==> config.mk <==
export PLATFORM = sky130hd
export DESIGN_NAME = vram_arbiter
export DESIGN_NICKNAME = d
export VERILOG_FILES = /design/src/rtl/vram_arb_pkg.sv /design/src/rtl/vram_addr_mux.sv /design/src/rtl/vram_arbiter.sv
export SDC_FILE = /design/constraint.sdc
export NUM_CORES = 1
export LEC_CHECK = 0
export ABC_CLOCK_PERIOD_IN_PS = 1400
export CORE_MARGIN = 2
export CORE_UTILIZATION = 38
export DETAILED_ROUTE_END_ITERATION = 10
export PLACE_DENSITY = 0.84
export SLEW_MARGIN = 20
export SYNTH_ARGS = -nofsm -noshare
export SYNTH_HDL_FRONTEND = slang
export SYNTH_HIERARCHICAL = 1
export SYNTH_SLANG_ARGS = --single-unit
==> constraint.sdc <==
create_clock -name CLOCK -period 1.4 [get_ports CLOCK]
set_input_delay 0.21 -clock CLOCK [delete_from_list [all_inputs] [get_ports CLOCK]]
set_output_delay 0.21 -clock CLOCK [all_outputs]
set_load 0.02 [all_outputs]
==> src/rtl/vram_arb_pkg.sv <==
// -----------------------------------------------------------------------------
// vram_arb_pkg
// Shared types and constants for the video RAM arbiter.
//   cpu_state_t : CPU access FSM states (IDLE, ISSUE, ACK)
//   PH_DISP     : phase index reserved for the display fetch
//   ph_width()  : width of the phase counter for a given SLOTS value
// -----------------------------------------------------------------------------
package vram_arb_pkg;

    typedef enum logic [1:0] {
        IDLE,
        ISSUE,
        ACK
    } cpu_state_t;

    localparam int PH_DISP = 0;

    function automatic int ph_width(input int slots);
        return $clog2(slots);
    endfunction

endpackage

==> src/rtl/vram_addr_mux.sv <==
// -----------------------------------------------------------------------------
// vram_addr_mux
// Composes the display fetch address from the CRTC outputs.
//   MA        in  14      CRTC memory address
//   RA        in  5       CRTC raster line (only RA[2:0] is used)
//   GFX       in  1       0 = text (MA only), 1 = graphics ({MA, RA[2:0]})
//   disp_addr out ADDR_W  video RAM address of the display byte
// ADDR_W must lie in 4..14.
// -----------------------------------------------------------------------------
module vram_addr_mux
    import vram_arb_pkg::*;
#(
    parameter int ADDR_W = 14
) (
    input  logic [13:0]       MA,
    input  logic [4:0]        RA,
    input  logic              GFX,
    output logic [ADDR_W-1:0] disp_addr
);

    // Graphics mode interleaves eight raster lines per character cell, so
    // only the low three raster bits take part in the address.
    logic unused_ra;
    assign unused_ra = ^RA[4:3];

    assign disp_addr = GFX ? {MA[ADDR_W-4:0], RA[2:0]} : MA[ADDR_W-1:0];

endmodule

==> src/rtl/vram_arbiter.sv <==
// -----------------------------------------------------------------------------
// vram_arbiter
// Shares the single-port video RAM between the CRTC display fetch and the CPU.
// Each character period (one CLKEN pulse) is split into SLOTS phases; phase 0
// fetches the display byte, the other phases serve one CPU access at a time.
//
// Ports
//   CLOCK, nRESET          clock, asynchronous active-low reset
//   CLKEN                  character clock enable (resyncs the phase counter)
//   MA, RA, DE, GFX        CRTC address, raster, display enable, mode
//   vid_data, vid_valid    fetched display byte and its one-cycle strobe
//   cpu_req/we/addr/din    CPU request (level, held until cpu_ack)
//   cpu_dout, cpu_ack      read data and one-cycle completion pulse
//   cpu_wait               cpu_req & ~cpu_ack
//   mem_addr/we/wdata      registered RAM controls
//   mem_rdata              RAM read data, one cycle after mem_addr
//
// Build option
//   VRAM_ARB_BLANK_STEAL_EN : when DE=0 in the CLKEN cycle, phase 0 becomes a
//                             CPU slot and the captured display byte reads 0.
// -----------------------------------------------------------------------------
module vram_arbiter
    import vram_arb_pkg::*;
#(
    parameter int ADDR_W = 14,
    parameter int SLOTS  = 4
) (
    input  logic              CLOCK,
    input  logic              nRESET,
    input  logic              CLKEN,
    input  logic [13:0]       MA,
    input  logic [4:0]        RA,
    input  logic              DE,
    input  logic              GFX,
    output logic [7:0]        vid_data,
    output logic              vid_valid,
    input  logic              cpu_req,
    input  logic              cpu_we,
    input  logic [ADDR_W-1:0] cpu_addr,
    input  logic [7:0]        cpu_din,
    output logic [7:0]        cpu_dout,
    output logic              cpu_ack,
    output logic              cpu_wait,
    output logic [ADDR_W-1:0] mem_addr,
    output logic              mem_we,
    output logic [7:0]        mem_wdata,
    input  logic [7:0]        mem_rdata
);

    localparam int             PW      = ph_width(SLOTS);
    localparam logic [PW-1:0] PH_LAST = PW'(SLOTS - 1);
    localparam logic [PW-1:0] PH_ZERO = PW'(PH_DISP);

    logic [PW-1:0]     ph;
    logic [ADDR_W-1:0] disp_addr;
    logic              steal;      // phase 0 of the coming period goes to the CPU
    logic              blank_cap;  // the display byte being captured is forced to 0
    logic              disp_load;  // next cycle is a display fetch
    logic              disp_pend;  // this cycle captures the display byte
    logic              grant;
    logic              cap_we;
    logic              ack_rd;
    logic [7:0]        vid_q;
    logic [7:0]        dout_q;
    cpu_state_t        state, state_nx;

    vram_addr_mux #(.ADDR_W(ADDR_W)) u_addr_mux (
        .MA        (MA),
        .RA        (RA),
        .GFX       (GFX),
        .disp_addr (disp_addr)
    );

`ifdef VRAM_ARB_BLANK_STEAL_EN
    logic blank_slot;

    assign steal = CLKEN & ~DE;

    always_ff @(posedge CLOCK or negedge nRESET) begin
        if (!nRESET) begin
            blank_slot <= 1'b0;
            blank_cap  <= 1'b0;
        end else begin
            blank_slot <= steal;
            blank_cap  <= blank_slot;
        end
    end
`else
    logic unused_de;

    assign steal     = 1'b0;
    assign blank_cap = 1'b0;
    assign unused_de = DE;
`endif

    // Phase counter: CLKEN forces phase 0 next cycle wherever we are, so an
    // irregular character clock simply restarts the period.
    // NOTE: state registers use non-blocking assignments so every flop samples
    // pre-edge values regardless of statement order.
    always_ff @(posedge CLOCK or negedge nRESET) begin
        if (!nRESET)
            ph <= PH_LAST;
        else if (CLKEN)
            ph <= PH_ZERO;
        else if (ph != PH_LAST)
            ph <= ph + PW'(1);
    end

    assign disp_load = CLKEN & ~steal;

    // A grant always targets the next cycle; that cycle is a CPU slot unless
    // CLKEN is about to hand it to the display fetch.
    assign grant = (state == IDLE) & cpu_req & (~CLKEN | steal);

    // CPU FSM: state register
    always_ff @(posedge CLOCK or negedge nRESET) begin
        if (!nRESET)
            state <= IDLE;
        else
            state <= state_nx;
    end

    // CPU FSM: next state
    // NOTE: every variable written in an always_comb gets a default first;
    // a path that leaves one unassigned would infer a latch.
    always_comb begin
        state_nx = state;
        case (state)
            IDLE:    if (grant) state_nx = ISSUE;
            ISSUE:   state_nx = ACK;
            ACK:     state_nx = IDLE;
            default: state_nx = IDLE;
        endcase
    end

    // CPU FSM: outputs
    always_comb begin
        cpu_ack = 1'b0;
        ack_rd  = 1'b0;
        if (state == ACK) begin
            cpu_ack = 1'b1;
            ack_rd  = ~cap_we;
        end
    end

    assign cpu_wait = cpu_req & ~cpu_ack;

    // RAM controls are loaded one cycle ahead of the slot they serve. The
    // display load and a CPU grant never coincide, so ISSUE holds the values
    // captured at grant and an idle slot just holds the address.
    always_ff @(posedge CLOCK or negedge nRESET) begin
        if (!nRESET) begin
            mem_addr  <= '0;
            mem_we    <= 1'b0;
            mem_wdata <= 8'h00;
            cap_we    <= 1'b0;
        end else if (disp_load) begin
            mem_addr  <= disp_addr;
            mem_we    <= 1'b0;
        end else if (grant) begin
            mem_addr  <= cpu_addr;
            mem_we    <= cpu_we;
            mem_wdata <= cpu_din;
            cap_we    <= cpu_we;
        end else begin
            mem_we    <= 1'b0;
        end
    end

    // Read data arrives the cycle after the address, i.e. in the capture
    // cycle and in ACK. It is passed straight through in that cycle and held
    // in a register afterwards.
    always_ff @(posedge CLOCK or negedge nRESET) begin
        if (!nRESET) begin
            disp_pend <= 1'b0;
            vid_q     <= 8'h00;
            dout_q    <= 8'h00;
        end else begin
            disp_pend <= (ph == PH_ZERO);
            if (disp_pend)
                vid_q <= vid_data;
            if (ack_rd)
                dout_q <= mem_rdata;
        end
    end

    assign vid_valid = disp_pend;
    assign vid_data  = !disp_pend ? vid_q :
                       blank_cap  ? 8'h00 : mem_rdata;
    assign cpu_dout  = ack_rd ? mem_rdata : dout_q;

endmodule
==> summary.txt, run 1 <==
Status
  • Status: complete, but fails checks
  • Failing checks: setup timing

Critical path
  • Type of origin of the critical path: flop
  • CP Data Arrival Time: 1.53 ns
  • Worst-path fanout max: 7
  • Critical Path RT: approximately 1.2 ns
  • Crit Path Class: reg -> out
  • Crit end category: output port

Global route
  • Vias in the first global route: about 1700
  • Pin count of the biggest net entering global routing: 31
  • First-pass GRT wire length: 8120 um
  • Total grt overflow: 0
  • Initial antenna violation count: 0
  • Gr usage total: 16.7%

Timing
  • Final max-slew violation count: 0
  • Max Clock Skew: ~0.0052 ns
  • Final setup viols: 28
  • Slew @ Worst Pin: roughly 0.39 ns
  • Unrepaired setup endpoints after global routing: true
  • Hold_ws: 0.371 ns
  • Tcrit/Tclk final: 124%
  • Final Hold Viols: 0
  • Post-route setup slack: -0.342 ns
  • Fmax: 0.574 GHz
  • Max_slew headroom: between 70 and 80%
  • Tmin final: about 1.7 ns

Final layout
  • Nets: approximately 320
  • End-of-flow core utilization: 65.8%
  • Layout area overhead: 66.6%
  • # diodes: 0
  • Fill count: around 420
  • Design area: between 3000 and 4000 um2
  • Share of layout cells above drive strength 1: between 50 and 60%

Clock tree
  • Clock Sinks: 45
  • CTS Buf Count: 5
  • Worst-path clk slew: 0.08 ns
  • Max H-tree Level: 2
  • CTS max path bufs: 2
  • CTS tree: built
  • Clock Latency Late Sink: 0.29 ns
  • CTS root buf: clkbuf_8

Drt
  • Antenna-violating nets left: 0
  • Post-route DRC violation count: 0
  • Vias per cell: about 4.7
  • Routed len/inst: 15.2 um
  • Initial DRT Pass Iterations: 4
  • DR vias: around 1600
  • Final wirelength: 5130 um
  • Initial DRC count: 24

Yosys
  • Syn Inst Count: roughly 140
  • YS warnings: 6
  • Syn_nets: about 200
  • Post-synthesis sequential area ratio: roughly half
  • Yosys reg bits: 45
  • Mapped cell area: roughly 2200 um2
  • Post-synthesis average cell area: approximately 15 um2
  • Yosys cell types: 16

Place
  • I/O Buffers: 94
  • Dpl cell area: about 3300 um2
  • Final Wtd Congestion: between 0.7 and 0.8
  • DP HPWL: 3730 um

Die
  • Core Rows: 27
  • Initial cell density of the core: 39.5%
  • Die ar.: 6350 um2
  • Die Wd: roughly 80 um
  • Core area: 5510 um2
  • Io pins: between 90 and 100
  • Die height: between 70 and 80 um

Run
  • Max Cap Viol: 0

Min path
  • Worst min-delay path class: in -> async

Power
  • P per Cell Area: roughly 1300 nW/um2
  • IR Drop Worst-Case VDD: 681 uV
  • Leak: between 0.0015 and 0.002 uW
final cells by class:
class	count	area, um2	share of cell area, %
clock buffer	7	96.3	2.66
clock inverter	1	5.00	0.138
sequential	45	1130	31.1
inverter	3	11.3	0.311
timing repair buffer	120	1240	34.3
multi-input combinational	89	1050	29.0
tap	72	90.1	2.48
Yosys cell counts:
cell type	n	area, um2
a21oi_4	1	16.3
and2_1	2	12.5
buf_2	2	10.0
buf_6	5	56.3
dfrtp_1	43	1080
dfstp_2	2	52.6
ha_1	2	25.0
inv_1	3	11.3
mux2_2	75	845
mux2i_1	1	10.0
nand2b_1	1	6.26
nor2_1	3	11.3
nor2_2	1	6.26
nor2b_1	1	6.26
nor4b_4	1	23.8
xor2_1	1	8.76
placed cells by master (no fill, tap or decap), types with 2 or more instances in the layout:
master	instances
mux2_2	58
clkdlybuf4s50_1	49
dfrtp_1	43
dlygate4sd2_1	23
buf_6	22
mux2_4	17
buf_4	14
clkbuf_8	7
buf_12	5
nor2_1	3
inv_1	2
ha_1	2
dfstp_2	2
worst paths after layout:
check / start / endpoint / slack (ns) / cells after the start
min reg2reg: mem_addr[7] / mem_addr[7] / 0.50 / 1
min in group CLOCK: CLKEN / state[0] / 0.38 / 3
max in group asynchronous: nRESET / ph[1] / 0.47 / 3
max reg2reg: state[1] / mem_wdata[3] / -0.08 / 4
min: nRESET / mem_addr[10] / 0.37 / 2
max: state[0] / cpu_dout[5] / -0.34 / 5
through the flow:
step                TNS [ns]  cells  total power, uW  setup WS [ns]
finish                 -4.42    337             4890         -0.342
global route           -6.38    337             5150         -0.411
CTS                    -4.53    333             4710         -0.370
detailed placement    -15.26    319             3780         -0.504
global placement      -14.62    319             3720         -0.473
floorplan             -0.106    144             2820        -0.0133
worst max-delay path: stages, from the launching register on:
cell	delay, ns
dfrtp_1	0.39
nand2b_4	0.15
nor2_4	0.11
buf_12	0.14
mux2_4	0.32
buf_6	0.13
metal layers:
| metal | vias up | share of wire, % | global-route usage (%) |
|---|---|---|---|
| met3 | 4 | 7.0 | 5.88 |
| met4 | 0 | 0.90 | 4.14 |
| met2 | 54 | 55 | 30.4 |
| met5 | - | 0 | 0 |
| met1 | 781 | 37 | 18.3 |
| li1 | 749 | - | - |
cell families (layout without fill, tap and decap cells):
| family | Yosys count | count (layout) | synth area share, % |
|---|---|---|---|
| muxes | 76 | 76 | 39.3 |
| buffers and inverters | 10 | 131 | 3.56 |
| and+or+nand+nor | 9 | 9 | 3.05 |
| adders and majority gates | 2 | 2 | 1.15 |
| xor gates and xnor gates | 1 | 1 | 0.402 |
| DFF | 45 | 45 | 51.8 |
| AOI/OAI and AO/OA | 1 | 1 | 0.747 |
flip-flops by register name, summed over array words and instances (netlist names):
| name | cells |
|---|---|
| mem_addr | 14 |
| dout_q | 8 |
| mem_wdata | 8 |
| vid_q | 8 |
| ph | 2 |
| state | 2 |
| cap_we | 1 |
| mem_we | 1 |
| vid_valid | 1 |
what timing repair did:
item | CTS | global route
pin swaps | 1 | 2
endpoints found under the setup margin | 64 | 45
hold endpoints to repair | 15 | 0
setup buffers | 4 | 5
gates cloned | 1 | 1
hold buffers | 1 | 0
resized for setup | 134 | 27
power breakdown:
part	switching [uW]	internal, uW	total, uW
Clock	422	446	869
Sequential	146	1630	1770
Combinational	923	1330	2250
No activity file was read; power rests on OpenSTA's default activity.
==> run 2: changes to the inputs <==
- CORE_UTILIZATION: 38 -> 37
- REMOVE_ABC_BUFFERS: not set -> 1
- SYNTH_HIERARCHICAL: 1 -> not set
==> run 2 against run 1 <==
Critical path type unchanged. Highest routed layer unchanged. Via count up 5.5%. Die area decreased by 3.0%. Synthesized cell count up 1.4%. The flow still finishes with violations (setup timing). Worst hold slack improved by 0.060 ns. Largest cell class unchanged. Sequential power about the same.
==> summary.txt, run 2 <==
Critical path
  • Critical-path cell list: nand2b_4 > nor2_4 > buf_12 > mux2_4 > buf_6
  • Critical Path RT: 1.19 ns
  • CP max-delay cell: dfrtp_1
  • Delay-heaviest family, CP: flip-flops
  • Crit end category: output port
  • CP Buf/Inv Count: 2
  • Slowest stage delay, CP: around 0.39 ns
  • Type of origin of the critical path: flop
  • Crit Path Class: reg -> out
  • Worst-path fanout max: 8
  • CP Data Arrival Time: between 1.5 and 2 ns

Place
  • DP HPWL: 3560 um
  • I/O Buffers: 94
  • Setup WS pre-CTS: -0.558 ns
  • Dpl cell area: ~3200 um2
  • Final Wtd Congestion: ~0.68

Final layout
  • Most common cell after layout, fill and taps aside: clkdlybuf4s50_1
  • Register area: 1130 um2
  • Most frequent cells in the layout: clkdlybuf4s50_1 (51), dfrtp_1 (43), buf_6 (25), mux2_4 (23), dlygate4sd2_1 (23)
  • Top reg by flops: mem_addr
  • End-of-flow core utilization: 66.2%
  • Share of layout cells above drive strength 1: 37.2%
  • Multi-input gate area: about 960 um2
  • # diodes: 0
  • Fill count: roughly 440
  • Max reg flops: 14
  • Layout area overhead: 75.4%
  • Design area: ~3600 um2
  • Nets: 331

Clock tree
  • CTS tree: built
  • Worst-path clk slew: roughly 0.090 ns
  • Clock Sinks: 45
  • Max H-tree Level: 2
  • CTS max path bufs: 2
  • CTS root buf: clkbuf_8
  • CTS Buf Count: 5
  • Clock Latency Late Sink: ~0.29 ns

Yosys
  • Dominant cells by area after synthesis: dfrtp_1 (52%), mux2_2 (16%), mux2i_1 (7.3%)
  • Simple-Gate Fraction of Synth Area: roughly 7.5%
  • Adder-Cell Fraction of Synth Area: approximately 1.2%
  • Largest family of logic cells by synthesized area: multiplexers
  • YS warnings: 0
  • Synth Flop Type: dfrtp_1
  • Yosys reg bits: between 40 and 50
  • Most common cell in the netlist: dfrtp_1
  • Syn Inst Count: 146
  • Post-synthesis sequential area ratio: about 55%
  • Post-synth EDFFs: 0
  • Yosys cell types: 20
  • Post-synthesis average cell area: ~14 um2
  • Synth Area in XOR/XNOR: less than 1%
  • Top cell type's share of synthesized area: a little over half
  • Async set-or-reset flop fraction in the synthesized netlist: 100%
  • Mux cell area share after synthesis: roughly a quarter
  • Synth Area in Compound Gates: 7.07%
  • Top post-synthesis cells by count: dfrtp_1 (43), mux2_2 (29), mux2i_1 (15), nor2b_1 (15), a221o_1 (14)
  • Cell taking the most area after synthesis: dfrtp_1
  • Mapped cell area: a little over 2000 um2

Drt
  • Initial DRC count: 67
  • Vias per cell: between 4 and 5
  • Routed len/inst: 15.9 um
  • Antenna-violating nets left: 0
  • Post-route DRC violation count: 0
  • Initial DRT Pass Iterations: 4
  • Final wirelength: around 5500 um
  • DR vias: around 1700

Timing
  • Hold_ws: 0.431 ns
  • Unrepaired setup endpoints after global routing: true
  • Max Clock Skew: between 0.0015 and 0.002 ns
  • Tcrit/Tclk final: 125%
  • Slew @ Worst Pin: around 0.28 ns
  • Post-route setup slack: -0.349 ns
  • Final setup viols: between 40 and 50
  • Final Hold Viols: 0
  • Setup TNS: -8.77 ns
  • Tmin final: ~1.7 ns
  • Max_slew headroom: 81.1%
  • Final max-slew violation count: 0
  • Fmax: about 0.57 GHz

Power
  • Leak: 0.00167 uW
  • IR Drop Worst-Case VDD: roughly 660 uV
  • P per Cell Area: ~1400 nW/um2

Global route
  • Total grt overflow: 0
  • Gr usage total: between 15 and 20%
  • Initial antenna violation count: 0
  • Vias in the first global route: 1718
  • First-pass GRT wire length: approximately 8500 um
  • Pin count of the biggest net entering global routing: 46

Die
  • Io pins: ~100
  • Die Wd: 78.5 um
  • Die ar.: approximately 6200 um2
  • Die height: between 70 and 80 um
  • Core Rows: 27
  • Core area: between 5000 and 6000 um2
  • Initial cell density of the core: a little under two fifths

Status
  • Status: complete, but fails checks
  • Failing checks: setup timing

Min path
  • Worst min-delay path class: in -> async

Run
  • Max Cap Viol: 0
## run 2: cell count changes in the layout (fill, tap and decap cells not counted), sizes merged, moves of 2 or more
| cell | previous run | this run |
|---|---|---|
| buf | 42 | 51 |
| clkinvlp | 0 | 3 |
| mux2 | 75 | 33 |
| nor2b | 1 | 15 |
| mux2i | 1 | 15 |
| clkdlybuf4s50 | 49 | 51 |
| a221o | 0 | 14 |
## run 2: path summary, 6_finish.rpt
check	start	to	slack, ns	depth (start not counted)
worst max-delay path	state[0]	cpu_dout[7]	-0.35	5
worst min-delay path	nRESET	mem_wdata[0]	0.43	3
worst max register to register	state[1]	mem_wdata[2]	-0.24	5
worst min register to register	dout_q[0]	dout_q[0]	0.51	1
max in group asynchronous	nRESET	ph[1]	0.70	3
min in group CLOCK	cpu_we	mem_we	0.50	2
## run 2: stage by stage
| stage | power, uW | std cells |
|---|---|---|
| after floorplan | 2690 | 137 |
| after global placement | 3620 | 318 |
| after detailed placement | 3670 | 318 |
| after CTS | 4620 | 335 |
| after global routing | 5230 | 346 |
| final | 4960 | 346 |
## run 2: final cells by class
cell class,count,share of cell area (%)
Clock inverter,3,0.626
Clock buffer,5,1.91
Inverter,3,0.313
Tap cell,72,2.50
Multi-Input combinational cell,89,26.6
Timing Repair Buffer,129,36.7
Sequential cell,45,31.4
## run 2: repair_timing
item                                    4_1_cts  5_1_grt
gates resized for setup                     134       36
cloned                                        0        2
setup buffers                                10        9
hold endpoints to repair                     43        0
endpoints found under the setup margin       51       44
pin swaps                                     2       11
hold buffers                                  1        0
## run 2: cell families after synthesis
kind of cell	after synthesis
XOR/XNOR	1
flip-flops	45
adder cells (fa/ha/maj)	2
buffers and inverters	12
multiplexers	48
AO/OA/AOI/OAI	15
AND/OR/NAND/NOR	23
## run 2: worst min-delay path, delay by kind of cell
family                 cells  cell delay (ns)
buffers and inverters      3             0.90
## run 2: per-layer routing
layer / up-vias / part of all wire [%] / track usage, %
li1: 782 / - / -
met1: 809 / 41 / 22.6
met2: 76 / 49 / 28.1
met3: 8 / 8.3 / 7.01
met4: 0 / 1.2 / 5.61
met5: - / 0 / 0
## run 2: power by group
part           internal, uW  leakage, uW  switching, uW
logic                  1410      0.00110            959
registers              1620     0.000537            158
clock network           351    0.0000364            467
==> run 3: changes to the inputs <==
- CAP_MARGIN: not set -> 10
==> results of run 3 <==
Final layout, timing and power as in run 2 (identical DEF).
